### config.mk
export PLATFORM = sky130hd
export DESIGN_NAME = backprop_scheduler
export DESIGN_NICKNAME = d
export VERILOG_FILES = /design/src/rtl/backprop_scheduler.sv
export SDC_FILE = /design/constraint.sdc
export NUM_CORES = 1
export LEC_CHECK = 0
export CAP_MARGIN = 20
export CORE_UTILIZATION = 23
export DETAILED_ROUTE_END_ITERATION = 10
export DONT_BUFFER_PORTS = 1
export SLEW_MARGIN = 30
export SYNTH_ARGS = -nofsm -noshare
export SYNTH_HDL_FRONTEND = slang
export SYNTH_SLANG_ARGS = --single-unit
### constraint.sdc
create_clock -name clk -period 3.55 [get_ports clk]
set_input_delay 0.71 -clock clk [delete_from_list [all_inputs] [get_ports clk]]
set_output_delay 0.71 -clock clk [all_outputs]
set_load 0.02 [all_outputs]
### src/rtl/backprop_scheduler.sv
// rtl/backprop_scheduler.sv - sequences per-layer backprop passes over samples and epochs
module backprop_scheduler #(
    parameter int NEURON_NUM          = 4,
    parameter int NEURON_OUTPUT_WIDTH = 10,
    parameter int LAYER_ADDR_WIDTH    = 1,
    parameter int LAYER_MAX           = 0,
    parameter int SAMPLE_ADDR_SIZE    = 10,
    parameter int SAMPLE_NUM          = 1000,
    parameter int EPOCH_WIDTH         = 16
) (
    input  logic                                      clk,
    input  logic                                      rst,
    input  logic                                      start,
    input  logic [EPOCH_WIDTH-1:0]                    num_epochs,
    input  logic                                      stop,
    output logic                                      busy,
    output logic                                      done,
    output logic                                      halted,
    output logic                                      err_flag,
    output logic [EPOCH_WIDTH-1:0]                    cur_epoch,
    output logic [SAMPLE_ADDR_SIZE-1:0]               cur_sample,
    output logic [LAYER_ADDR_WIDTH-1:0]               cur_layer,
    output logic                                      act_rd_en,
    output logic [LAYER_ADDR_WIDTH-1:0]               act_rd_layer,
    output logic [SAMPLE_ADDR_SIZE-1:0]               act_rd_sample,
    input  logic [NEURON_NUM*NEURON_OUTPUT_WIDTH-1:0] act_z,
    input  logic [NEURON_NUM*NEURON_OUTPUT_WIDTH-1:0] act_z_prev,
    output logic [LAYER_ADDR_WIDTH-1:0]               bp_layer,
    output logic                                      bp_layer_valid,
    input  logic                                      bp_layer_ready,
    output logic [SAMPLE_ADDR_SIZE-1:0]               bp_sample,
    output logic                                      bp_sample_valid,
    input  logic                                      bp_sample_ready,
    output logic [NEURON_NUM*NEURON_OUTPUT_WIDTH-1:0] bp_z,
    output logic                                      bp_z_valid,
    input  logic                                      bp_z_ready,
    output logic [NEURON_NUM*NEURON_OUTPUT_WIDTH-1:0] bp_z_prev,
    output logic                                      bp_z_prev_valid,
    input  logic                                      bp_z_prev_ready,
    input  logic                                      bp_weights_valid,
    output logic                                      bp_weights_ready,
    input  logic                                      bp_error
);
    localparam int ZW = NEURON_NUM * NEURON_OUTPUT_WIDTH;
    localparam logic [LAYER_ADDR_WIDTH-1:0] LAYER_TOP   = LAYER_ADDR_WIDTH'(LAYER_MAX);
    localparam logic [SAMPLE_ADDR_SIZE-1:0] LAST_SAMPLE = SAMPLE_ADDR_SIZE'(SAMPLE_NUM - 1);

    typedef enum logic [2:0] {
        S_IDLE, S_FETCH, S_LATCH, S_ISSUE, S_WAIT_W, S_NEXT, S_DONE
    } state_t;

    state_t                      state_q;
    logic [EPOCH_WIDTH-1:0]      epoch_last_q, epoch_q;
    logic [SAMPLE_ADDR_SIZE-1:0] sample_q, bp_sample_q;
    logic [LAYER_ADDR_WIDTH-1:0] layer_q, bp_layer_q;
    logic [ZW-1:0]               bp_z_q, bp_z_prev_q;
    logic                        stop_q, err_q, halted_q, done_q, rd_en_q, wready_q;
    // valid bit order: {z_prev, z, sample, layer}
    logic [3:0]                  valid_q, valid_d, ready_in;

    assign ready_in = {bp_z_prev_ready, bp_z_ready, bp_sample_ready, bp_layer_ready};
    assign valid_d  = valid_q & ~ready_in;

    always_ff @(posedge clk or negedge rst) begin
        if (!rst) begin
            state_q      <= S_IDLE;
            epoch_last_q <= '0;
            epoch_q      <= '0;
            sample_q     <= '0;
            layer_q      <= '0;
            bp_layer_q   <= '0;
            bp_sample_q  <= '0;
            bp_z_q       <= '0;
            bp_z_prev_q  <= '0;
            valid_q      <= '0;
            stop_q       <= 1'b0;
            err_q        <= 1'b0;
            halted_q     <= 1'b0;
            done_q       <= 1'b0;
            rd_en_q      <= 1'b0;
            wready_q     <= 1'b0;
        end else begin
            err_q   <= err_q | bp_error;
            rd_en_q <= 1'b0;
            done_q  <= 1'b0;
            if (state_q != S_IDLE) stop_q <= stop_q | stop;
            case (state_q)
                S_IDLE: if (start) begin
                    epoch_last_q <= (num_epochs == '0) ? '0 : num_epochs - EPOCH_WIDTH'(1);
                    epoch_q      <= '0;
                    sample_q     <= '0;
                    layer_q      <= LAYER_TOP;
                    err_q        <= bp_error;
                    halted_q     <= 1'b0;
                    stop_q       <= 1'b0;
                    rd_en_q      <= 1'b1;
                    state_q      <= S_FETCH;
                end
                S_FETCH: state_q <= S_LATCH;
                S_LATCH: begin
                    bp_z_q      <= act_z;
                    bp_z_prev_q <= act_z_prev;
                    bp_layer_q  <= layer_q;
                    bp_sample_q <= sample_q;
                    valid_q     <= 4'hf;
                    state_q     <= S_ISSUE;
                end
                S_ISSUE: begin
                    valid_q <= valid_d;
                    if (valid_d == '0) begin
                        wready_q <= 1'b1;
                        state_q  <= S_WAIT_W;
                    end
                end
                S_WAIT_W: if (bp_weights_valid) begin
                    wready_q <= 1'b0;
                    state_q  <= S_NEXT;
                end
                S_NEXT: begin
                    if (stop_q || err_q) begin
                        halted_q <= 1'b1;
                        done_q   <= 1'b1;
                        state_q  <= S_DONE;
                    end else if (layer_q != '0) begin
                        layer_q <= layer_q - LAYER_ADDR_WIDTH'(1);
                        rd_en_q <= 1'b1;
                        state_q <= S_FETCH;
                    end else if (sample_q != LAST_SAMPLE) begin
                        sample_q <= sample_q + SAMPLE_ADDR_SIZE'(1);
                        layer_q  <= LAYER_TOP;
                        rd_en_q  <= 1'b1;
                        state_q  <= S_FETCH;
                    end else if (epoch_q != epoch_last_q) begin
                        epoch_q  <= epoch_q + EPOCH_WIDTH'(1);
                        sample_q <= '0;
                        layer_q  <= LAYER_TOP;
                        rd_en_q  <= 1'b1;
                        state_q  <= S_FETCH;
                    end else begin
                        done_q  <= 1'b1;
                        state_q <= S_DONE;
                    end
                end
                S_DONE:  state_q <= S_IDLE;
                default: state_q <= S_IDLE;
            endcase
        end
    end

    assign busy             = (state_q != S_IDLE);
    assign done             = done_q;
    assign halted           = halted_q;
    assign err_flag         = err_q;
    assign cur_epoch        = epoch_q;
    assign cur_sample       = sample_q;
    assign cur_layer        = layer_q;
    assign act_rd_en        = rd_en_q;
    assign act_rd_layer     = layer_q;
    assign act_rd_sample    = sample_q;
    assign bp_layer         = bp_layer_q;
    assign bp_sample        = bp_sample_q;
    assign bp_z             = bp_z_q;
    assign bp_z_prev        = bp_z_prev_q;
    assign bp_layer_valid   = valid_q[0];
    assign bp_sample_valid  = valid_q[1];
    assign bp_z_valid       = valid_q[2];
    assign bp_z_prev_valid  = valid_q[3];
    assign bp_weights_ready = wready_q;
endmodule

---- Yosys cells after proc, flatten, opt, wreduce, memory -nomap -nowiden ----
Cells that the tools add are included.
W data, S select, Z words.
operators by class
  add/sub/neg operators ................... 4
  reduce and logical (&&, ||, !) cells .... 15
  equal/unequal tests ..................... 16
  muxes and demuxes ....................... 47
  bitwise operators ....................... 4
operators with widths
  kind                     count
  $mux W16                 6
  $mux W10                 5
  $pmux W16 S2             1
  $mux W1                  21
  $mux W3                  7
  $pmux W10 S2             1
  $pmux W3 S6              1
  $add A16 B1 Y16 const B  1
  $logic_not A16 Y1        1
  $ne A16 B16 Y1           1
  $ne A2 B2 Y1 const B     8
  $sub A16 B1 Y16 const B  1
  $reduce_and A3 Y1        4
  $add A10 B1 Y10 const B  1
  $ne A10 B10 Y1 const B   1
  $pmux W1 S2              4
  $pmux W4 S2              1
  $eq A3 B2 Y1 const B     2
  $eq A3 B3 Y1 const B     2
  $reduce_and A6 Y1        1
  $reduce_bool A2 Y1       3
  $reduce_and A5 Y1        1
  $and A4 B4 Y4            1
  $logic_not A4 Y1         1
  9 further kinds          10
storage, ports and cells
  register bits after elaboration ......... 147
  output and inout bits ................... 139

---- Depth between registers and ports, before layout ----
Gate-level depths: netlist (run 1).
  word-level depth ........................ 6
  depth in mapped cells ................... 8
  depth with buffers taken out ............ 6

---- Worst setup path after synthesis (run 1) ----
Ideal clock, no wire load.
  kind .................................... input port to flip-flop
  from .................................... input port num_epochs[10]
  to ...................................... register epoch_last_q[10]
  path buffers ............................ 1
  stages on the path ...................... 5
  setup slack ............................. 1390 ps
  data required time ...................... 3415 ps
  arrival ................................. 2026 ps
  setup time .............................. 135 ps
  cells stage by stage .................... or4_4 nor3_4 nor4b_4 buf_4 o31ai_1
between the ends
  longest elaborated chain between the ends .. 2
  elaborated cells on any way between the ends .. 3
  those cells by class .................... add/sub (1); mux (1); reduce/logical (1)
ends and longest elaborated chain
  element                                               line  text
  from (decl)                                           14    input logic [EPOCH_WIDTH-1:0] num_epochs,
  $sub A16 B1 Y16 or $logic_not A16 Y1 (tied branches)  89    epoch_last_q <= (num_epochs == '0) ? '0 : num_epochs - EPOCH_WIDTH'(1);
  $mux W16 (*)                                          89
  to (signal assigned)                                  89
  to (decl)                                             53    logic [EPOCH_WIDTH-1:0] epoch_last_q, epoch_q;
Mark *: on every way between the ends. The rest lies on a longest branch, timed or not.
A chain may end at the register's enable or synchronous reset.

---- Worst setup path in the final report (run 1) ----
  from .................................... register sample_q[0], in the netlist act_rd_sample[0]
  to ...................................... register epoch_q[13], in the netlist cur_epoch[13]
between the ends
  longest elaborated chain between the ends .. 3
ends and longest elaborated chain
  element                             line  text
  from (decl)                         54    logic [SAMPLE_ADDR_SIZE-1:0] sample_q, bp_sample_q;
  from (signal assigned)              129   sample_q <= sample_q + SAMPLE_ADDR_SIZE'(1);
  $ne A10 B10 Y1                      128   end else if (sample_q != LAST_SAMPLE) begin
  $ne A2 B2 Y1 (no source line)       --
  $reduce_and A6 Y1 (no source line)  --
  to (signal assigned)                134   epoch_q <= epoch_q + EPOCH_WIDTH'(1);
  to (decl)                           53
Every way passes these cells.

==> impl_metrics.toml, run 1 <==
[placement]
dp_hpwl_mm = 11.57
port_buffers = 0
gp_congestion = 0.7750

[setup_path]
path_delay_family = "simple AND/OR/NAND/NOR gates"
reg2regPathDepth = 6
path_max_fanout = 12
reg2reg_slack_ps = 910
critPathCaptureType = "register"
timing.rr.start = "act_rd_sample[0]$_DFFE_PN0P_"
critical_path_class = "register to register"
cp.required_ps = 3880
critical_path.slowest_cell = "dfrtp_1"
cpPeakStageDelay_ps = 700
critPathLaunchType = "register"
arrival_ps = 2980
critical_path_buf_inv_count = 0
reg2reg_to = "cur_epoch[13]$_DFFE_PN0P_"
cp_cell_sequence = "ha_1, nand4b_1, nor3_4, nand4_2, or4_1, a21oi_1"

[layout]
nets = 655
area_growth_pct = 12.90
final_core_util = 0.2636
mostFrequentLayoutCell = "dfrtp_1"
diodes = 0
layout_common_cells = "dfrtp_1, mux2_2, nand2_1"
drive_gt1_frac = 0.2545

[grt]
grt_util_all_layers = 0.1050
grt_start_max_net_pins = 146
grt_pass1_vias = 4269
grt_first_pass_wirelength_mm = 23.44
antenna_found_initial = 0
grt_overflow = 0

[cts]
numCtsBuffers = 17
cts-root-buf = "clkbuf_16"
cts_tree = "yes"
clk_pin_slew_ps = 70
ctsResizeCount = 0
ctsLongestPathBuffers = 2
clk_latency_ps = 420
h-tree-depth = 4
clock-sinks = 145
postCtsSetupRepairBufs = 0

[synthesis]
synth_ff_type = "dfrtp_1"
async_flop_share = 1.000
seq_area_frac_synth = 0.5429
synth_top_cell_by_area = "dfrtp_1"
synth.ff_latch_count = 145
syn_inst = 554
synth-edff-count = 0
synth_top_area_frac = 0.5429
yosysWarningCount = 0
ys_types = 60
synth_area_leaders = "dfrtp_1, mux2_2, xnor2_1"
synth.avg_cell_area_um2 = 12.06
netlist_area_mm2 = 0.006684

[route]
vias_per_cell = 4.594
ant_nets = 0
route.vias.total = 4328
first_iter_violations = 160
wl_per_cell_um = 17.11
wl_mm = 16.11
dr.pass1.iters = 7
drc = 0

[die]
die_w_um = 172.5
die_area_mm2 = 0.02975
rows = 62
ios = 245
start_util = 0.2335
core-area_mm2 = 0.02863
die_y_um = 172.5

[power]
power.density_mw_per_mm2 = 904.2
peakVddDrop_uv = 329.2
p_leak_nw = 3.028
total_power_mw = 6.823

[timing]
tightest_slew_ps = 883.2
finClkSkew_ps = 11.19
period_share = 0.7449
hold_slack_ps = -25.92
fmaxAchievable_ghz = 0.3782
final.setup.tns_ps = 0
slew_headroom = 0.4068
finalSetupViolations = 0
rsz0062_at_grt = "false"
hold_viol = 64
maxSlewViolCount = 0
post-route-min-period_ps = 2644

[job]
cap_violations = 0

[status]
status = "finished with violations"
violations = "negative hold slack"

[min_path]
hold_path.class = "input port to async pin"
## layer usage
| metal | global-route usage | vias to the layer above | part of all wire |
|---|---|---|---|
| met2 | 0.1681 | 220 | 0.48 |
| li1 | - | 1969 | - |
| met1 | 0.1283 | 2127 | 0.42 |
| met5 | 0 | - | 0 |
| met3 | 0.03388 | 12 | 0.086 |
| met4 | 0.04617 | 0 | 0.015 |
## stage by stage
step                cells  cell area, um2  worst slack [ps]
global placement      910            7012              1039
floorplan             556            6691              1390
finish                942            7546             905.6
CTS                   942            7546             923.0
detailed placement    910            7012             957.8
global route          942            7546             748.6
## worst register-to-register path: stages, from the launching register on
cell	delay (ps)
dfrtp_1	700
ha_1	360
nand4b_1	170
nor3_4	260
nand4_2	320
or4_1	570
a21oi_1	170
## cell usage after synthesis, types with 2 or more instances
cell and instances:
nand3b_1 3, clkbuf_1 7, buf_4 15, inv_1 12, or3_1 5, and3_1 7, mux2i_1 2, mux2_2 90
nand3_1 17, o31ai_1 22, nor2b_1 3, or2_1 2, a22o_1 2, nor2_1 14, nand4_1 10, a211oi_1 3
o211ai_1 2, dfrtp_1 145, xnor2_1 23, nand4_2 2, xor2_1 7, buf_2 14, a21o_1 5, nand2_1 43
nor3_4 2, ha_1 4, o21ai_0 12, a21oi_1 23, nor3_1 13, a31oi_1 5, or4_1 10, buf_6 2
## worst max-delay path by stage
stage                                               to                    startpoint  slack (ps)  depth (start not counted)
after global routing         cur_epoch[13]$_DFFE_PN0P_  act_rd_sample[0]$_DFFE_PN0P_         750                          6
final                        cur_epoch[13]$_DFFE_PN0P_  act_rd_sample[0]$_DFFE_PN0P_         910                          6
after global placement       cur_epoch[13]$_DFFE_PN0P_  act_rd_sample[0]$_DFFE_PN0P_        1040                          6
after floorplan           epoch_last_q[10]$_DFFE_PN0P_                num_epochs[10]        1390                          5
after CTS                    cur_epoch[13]$_DFFE_PN0P_  act_rd_sample[0]$_DFFE_PN0P_         920                          6
after detailed placement     cur_epoch[13]$_DFFE_PN0P_  act_rd_sample[0]$_DFFE_PN0P_         960                          6
## flip-flops by register name, summed over array words and instances (netlist names)
name	flops
act_rd_en	1
act_rd_sample	10
bp_sample	10
bp_weights_ready	1
bp_z	40
bp_z_prev	40
cur_epoch	16
done	1
epoch_last_q	16
err_flag	1
halted	1
state_q	3
stop_q	1
valid_q	4
## area by class of cell
class                      count  area [um2]
timing repair buffer           9       80.08
clock inverter                13       101.3
multi-input combinational    360        2778
tap                          384       480.5
fill                        2936       21080
inverter                      12       45.04
clock buffer                  19       432.9
sequential                   145        3628
## kinds of logic after synthesis
| kind of cell | after synthesis | synth area share |
|---|---|---|
| xor+xnor | 30 | 0.03931 |
| fa+ha+maj | 4 | 0.007488 |
| simple gates | 148 | 0.1316 |
| mux | 92 | 0.1546 |
| flops | 145 | 0.5429 |
| buf+inv | 51 | 0.04343 |
| other cells | 1 | 0.0005610 |
| compound gates | 83 | 0.08012 |
## power by group
part / switching [mW] / internal (mW) / leakage (nW)
registers: 1.28 / 2.33 / 1.79
clock network: 0.757 / 0.906 / 0.257
logic: 0.667 / 0.891 / 0.977
total: 2.70 / 4.12 / 3.03
Power figures use the tool's default switching activity.
==> inputs of run 2 (changes only) <==
clock period = 2.75 ns   (was 3.55 ns; I/O delays follow)
==> run 2 against run 1 <==
Compared with the run above: the run still ends with negative hold slack left; register-to-register slack got worse by 320 ps; wire length decreased by 0.81%; sequential power is 26% higher; clock-buffer cell count shrank 1; die area stayed put; first-iteration DRC count increased by 86%; setup slack worse by 320 ps; via count up 0.44%; critical path depth unchanged; clock skew decreased by 1.4 ps; global-route usage shrank 0.16 points.
==> impl_metrics.toml, run 2 (synthesis results as in run 1) <==
[route]
wl_mm = 15.98
dr.pass1.iters = 6
vias_per_cell = 4.557
drc = 0
first_iter_violations = 298
wl_per_cell_um = 16.75
route.vias.total = 4347
ant_nets = 0

[grt]
grt_pass1_vias = 4149
antenna_found_initial = 0
grt_util_all_layers = 0.1033
grt_start_max_net_pins = 146
grt_first_pass_wirelength_mm = 23.27
grt_overflow = 0

[power]
power.density_mw_per_mm2 = 1186
p_sw_frac = 0.3815
pwr-share-comb = 0.232
clkPwrFrac = 0.271
peakVddDrop_uv = 583.9
seqPwrFrac = 0.496
p_leak_nw = 3.143
power_switching_mw = 3.497
p_int_mw = 5.671

[cts]
ctsLongestPathBuffers = 2
cts-root-buf = "clkbuf_16"
ctsResizeCount = 0
cts_tree = "yes"
clk_latency_ps = 420
clk_pin_slew_ps = 70
clock-sinks = 145
postCtsSetupRepairBufs = 0
h-tree-depth = 4
numCtsBuffers = 17

[layout]
drive_gt1_frac = 0.2737
fill_cells = 2944
area_growth_pct = 15.67
regArea_mm2 = 0.003628
mostFrequentLayoutCell = "dfrtp_1"
layout_common_cells = "dfrtp_1, mux2_2, nand2_1"
diodes = 0
final_core_util = 0.2701
fin_area_mm2 = 0.007731
multiInputGateArea_mm2 = 0.002778
nets = 667

[timing]
maxSlewViolCount = 0
fmaxAchievable_ghz = 0.4613
period_share = 0.7883
rsz0062_at_grt = "false"
finClkSkew_ps = 9.788
hold_viol = 145
hold_slack_ps = -177.2
post-route-min-period_ps = 2168
tightest_slew_ps = 644.9
setup_slack_ps = 582.3
finalSetupViolations = 0
slew_headroom = 0.5589
final.setup.tns_ps = 0

[setup_path]
critPathCaptureType = "register"
critPathLaunchType = "register"
critical_path_class = "register to register"
path_max_fanout = 12
cp.required_ps = 3090
arrival_ps = 2500

[status]
status = "finished with violations"
violations = "negative hold slack"

[die]
core-area_mm2 = 0.02863
ios = 245
die_area_mm2 = 0.02975
die_w_um = 172.5
start_util = 0.2335
rows = 62
die_y_um = 172.5

[job]
cap_violations = 0

[min_path]
hold_path.class = "input port to async pin"

[placement]
port_buffers = 0
gp_congestion = 0.8094
placed_area_mm2 = 0.007102
dp_hpwl_mm = 11.74
dpl_worst_slack_ps = 483.2
-- run 2: final cells by class --
cell class,count,area share
clock buffers,18,0.05681
flip-flops and latches,145,0.4693
inverters,12,0.005826
well taps,384,0.06215
repair buffers,21,0.02201
multi-input cells,360,0.3593
clock inverters,14,0.02460
-- run 2: stage by stage --
step | power (mW) | instances | hold WS, ps
2_1_floorplan | 6.221 | 556 | 254.4
3_3_place_gp | 6.718 | 922 | 256.6
3_5_place_dp | 6.796 | 922 | 257.5
4_1_cts | 9.337 | 954 | -203.7
5_1_grt | 9.740 | 954 | -209.0
6_report | 9.169 | 954 | -177.2
-- run 2: worst paths after layout --
check / cells past startpoint / from / to / slack, ps
max in group asynchronous: 0 / rst / epoch_last_q[0]$_DFFE_PN0P_ / 2750
hold reg to reg: 2 / epoch_last_q[8]$_DFFE_PN0P_ / epoch_last_q[8]$_DFFE_PN0P_ / 510
min in group clk: 1 / bp_error / err_flag$_DFF_PN0_ / 230
hold / removal: 0 / rst / bp_z[27]$_DFFE_PN0P_ / -180
setup / recovery: 6 / act_rd_sample[0]$_DFFE_PN0P_ / cur_epoch[15]$_DFFE_PN0P_ / 580
setup reg to reg: 6 / act_rd_sample[0]$_DFFE_PN0P_ / cur_epoch[15]$_DFFE_PN0P_ / 580
-- run 2: worst max-delay path, cell delays in order, from the launching register on --
cell and delay (ps):
dfrtp_1 350, ha_1 260, nand4b_1 180, nor3_4 260, nand4_2 330, or4_1 560, a21oi_1 160
-- run 2: power groups by stage --
stage          registers [mW]  clock network [mW]  logic [mW]
3_3_place_gp             4.60                   0        2.12
5_1_grt                  4.71                2.67        2.36
2_1_floorplan            4.40                   0        1.82
4_1_cts                  4.58                2.58        2.18
3_5_place_dp             4.62                   0        2.18
6_report                 4.55                2.49        2.13
-- run 2: per-layer routing --
metal | GRT usage | up-vias | share of wire
li1 | - | 1993 | -
met1 | 0.1236 | 2143 | 0.41
met2 | 0.1760 | 200 | 0.50
met3 | 0.02770 | 11 | 0.078
met4 | 0.03925 | 0 | 0.014
met5 | 0 | - | 0
==> inputs of run 3 (changes only) <==
clock period = 2.13 ns   (was 2.75 ns; I/O delays follow)
==> run 3 against run 2 <==
Compared with the run above: the flow still finishes with violations (negative hold slack); largest cell class unchanged; largest power group unchanged; sequential power is 28% higher; critical path type unchanged; clock power up 22%; first-iteration DRC count shrank 50%; critical endpoint is now cur_epoch[14]$_DFFE_PN0P_.
==> impl_metrics.toml, run 3 (synthesis results as in run 1) <==
[status]
status = "finished with violations"
violations = "negative hold slack"

[placement]
gp_congestion = 0.7402
dp_hpwl_mm = 12.21
port_buffers = 0

[timing]
hold_viol = 145
tightest_slew_ps = 550.5
maxSlewViolCount = 0
finalSetupViolations = 0
rsz0062_at_grt = "false"
finClkSkew_ps = 18.91
hold_slack_ps = -296.6
final.setup.tns_ps = 0
fmaxAchievable_ghz = 0.5134
post-route-min-period_ps = 1948
period_share = 0.9144
slew_headroom = 0.6235

[setup_path]
critPathLaunchType = "register"
critical_path_class = "register to register"
critPathCaptureType = "register"
path_delay_family = "simple AND/OR/NAND/NOR gates"
arrival_ps = 2300
cp.required_ps = 2480
cp_cell_sequence = "ha_1, and4bb_1, and3_2, nand3_4, or4_1, a21oi_1"
critical_path.slowest_cell = "or4_1"
critical_path_buf_inv_count = 0
cpPeakStageDelay_ps = 490
path_max_fanout = 8

[route]
route.vias.total = 4465
first_iter_violations = 150
dr.pass1.iters = 4
wl_per_cell_um = 16.70
drc = 0
vias_per_cell = 4.533
wl_mm = 16.45
ant_nets = 0

[layout]
nets = 698
mostFrequentLayoutCell = "dfrtp_1"
fill_cells = 2913
layout_common_cells = "dfrtp_1, mux2_2, buf_4"
drive_gt1_frac = 0.3128
diodes = 0
area_growth_pct = 19.00

[cts]
cts_tree = "yes"
clk_pin_slew_ps = 70
ctsLongestPathBuffers = 2
cts-root-buf = "clkbuf_16"
h-tree-depth = 4
clock-sinks = 145
clk_latency_ps = 420
numCtsBuffers = 17

[die]
die_w_um = 172.5
die_area_mm2 = 0.02975
die_y_um = 172.5
core-area_mm2 = 0.02863
start_util = 0.2335
ios = 245
rows = 62

[grt]
grt_first_pass_wirelength_mm = 23.96
antenna_found_initial = 0
grt_start_max_net_pins = 146
grt_overflow = 0
grt_pass1_vias = 4304
grt_util_all_layers = 0.1072

[power]
power.density_mw_per_mm2 = 1488
peakVddDrop_uv = 530.0
p_leak_nw = 3.297

[min_path]
hold_path.class = "input port to async pin"

[job]
cap_violations = 0
==> run 3: final cells by class <==
cell class / instances / area (um2) / share of cell area
multi-input combinational: 360 / 2788 / 0.3505
clock inverter: 15 / 171.4 / 0.02155
inverter: 12 / 45.04 / 0.005663
tap: 384 / 480.5 / 0.06041
timing repair buffer: 52 / 415.4 / 0.05223
sequential: 145 / 3628 / 0.4562
clock buffer: 17 / 425.4 / 0.05348
==> run 3: path summary, 6_finish.rpt <==
kind,startpoint,end,slack [ps],cells after the start
setup / recovery,act_rd_sample[0]$_DFFE_PN0P_,cur_epoch[14]$_DFFE_PN0P_,180,6
hold / removal,rst,bp_z[27]$_DFFE_PN0P_,-300,0
setup reg to reg,act_rd_sample[0]$_DFFE_PN0P_,cur_epoch[14]$_DFFE_PN0P_,180,6
hold reg to reg,epoch_last_q[8]$_DFFE_PN0P_,epoch_last_q[8]$_DFFE_PN0P_,500,2
max in group asynchronous,rst,epoch_last_q[7]$_DFFE_PN0P_,2260,0
min in group clk,bp_error,err_flag$_DFF_PN0_,100,1
==> run 3: per-stage QoR <==
stage,cell area (um2),setup WS (ps),power [mW],util,std cells
floorplan,6691,108.8,8.031,-,556
global placement,7332,128.1,8.809,0.2561,951
detailed placement,7332,104.7,8.930,0.2561,951
CTS,7929,101.5,12.05,0.2770,983
global route,7954,29.88,12.59,0.2779,985
finish,7954,182.4,11.84,0.2779,985
==> run 3: worst reg2reg max path: cells and delay by family (launching register included) <==
| kind | cells | cell delay, ps |
|---|---|---|
| compound gates | 1 | 150 |
| fa+ha+maj | 1 | 240 |
| flops | 1 | 350 |
| simple gates | 4 | 1140 |
==> run 3: layer usage <==
metal	wire length, um	part of all wire	vias to the layer above	global-route usage
met4	327	0.020	0	0.04309
met3	1321	0.080	23	0.03548
met2	7935	0.48	191	0.1723
met1	6865	0.42	2183	0.1313
met5	0	0	-	0
li1	-	-	2068	-
==> run 3: what timing repair did <==
action,in CTS,in global routing
endpoints found under the hold margin,145,145
buffers inserted,0,2
resized for setup,0,2
setup endpoints to repair,0,18
==> run 3: where the power goes <==
group / total, mW / switching (mW) / internal [mW]
sequential: 5.83 / 1.95 / 3.88
combinational: 2.96 / 1.32 / 1.64
clock: 3.04 / 1.28 / 1.77
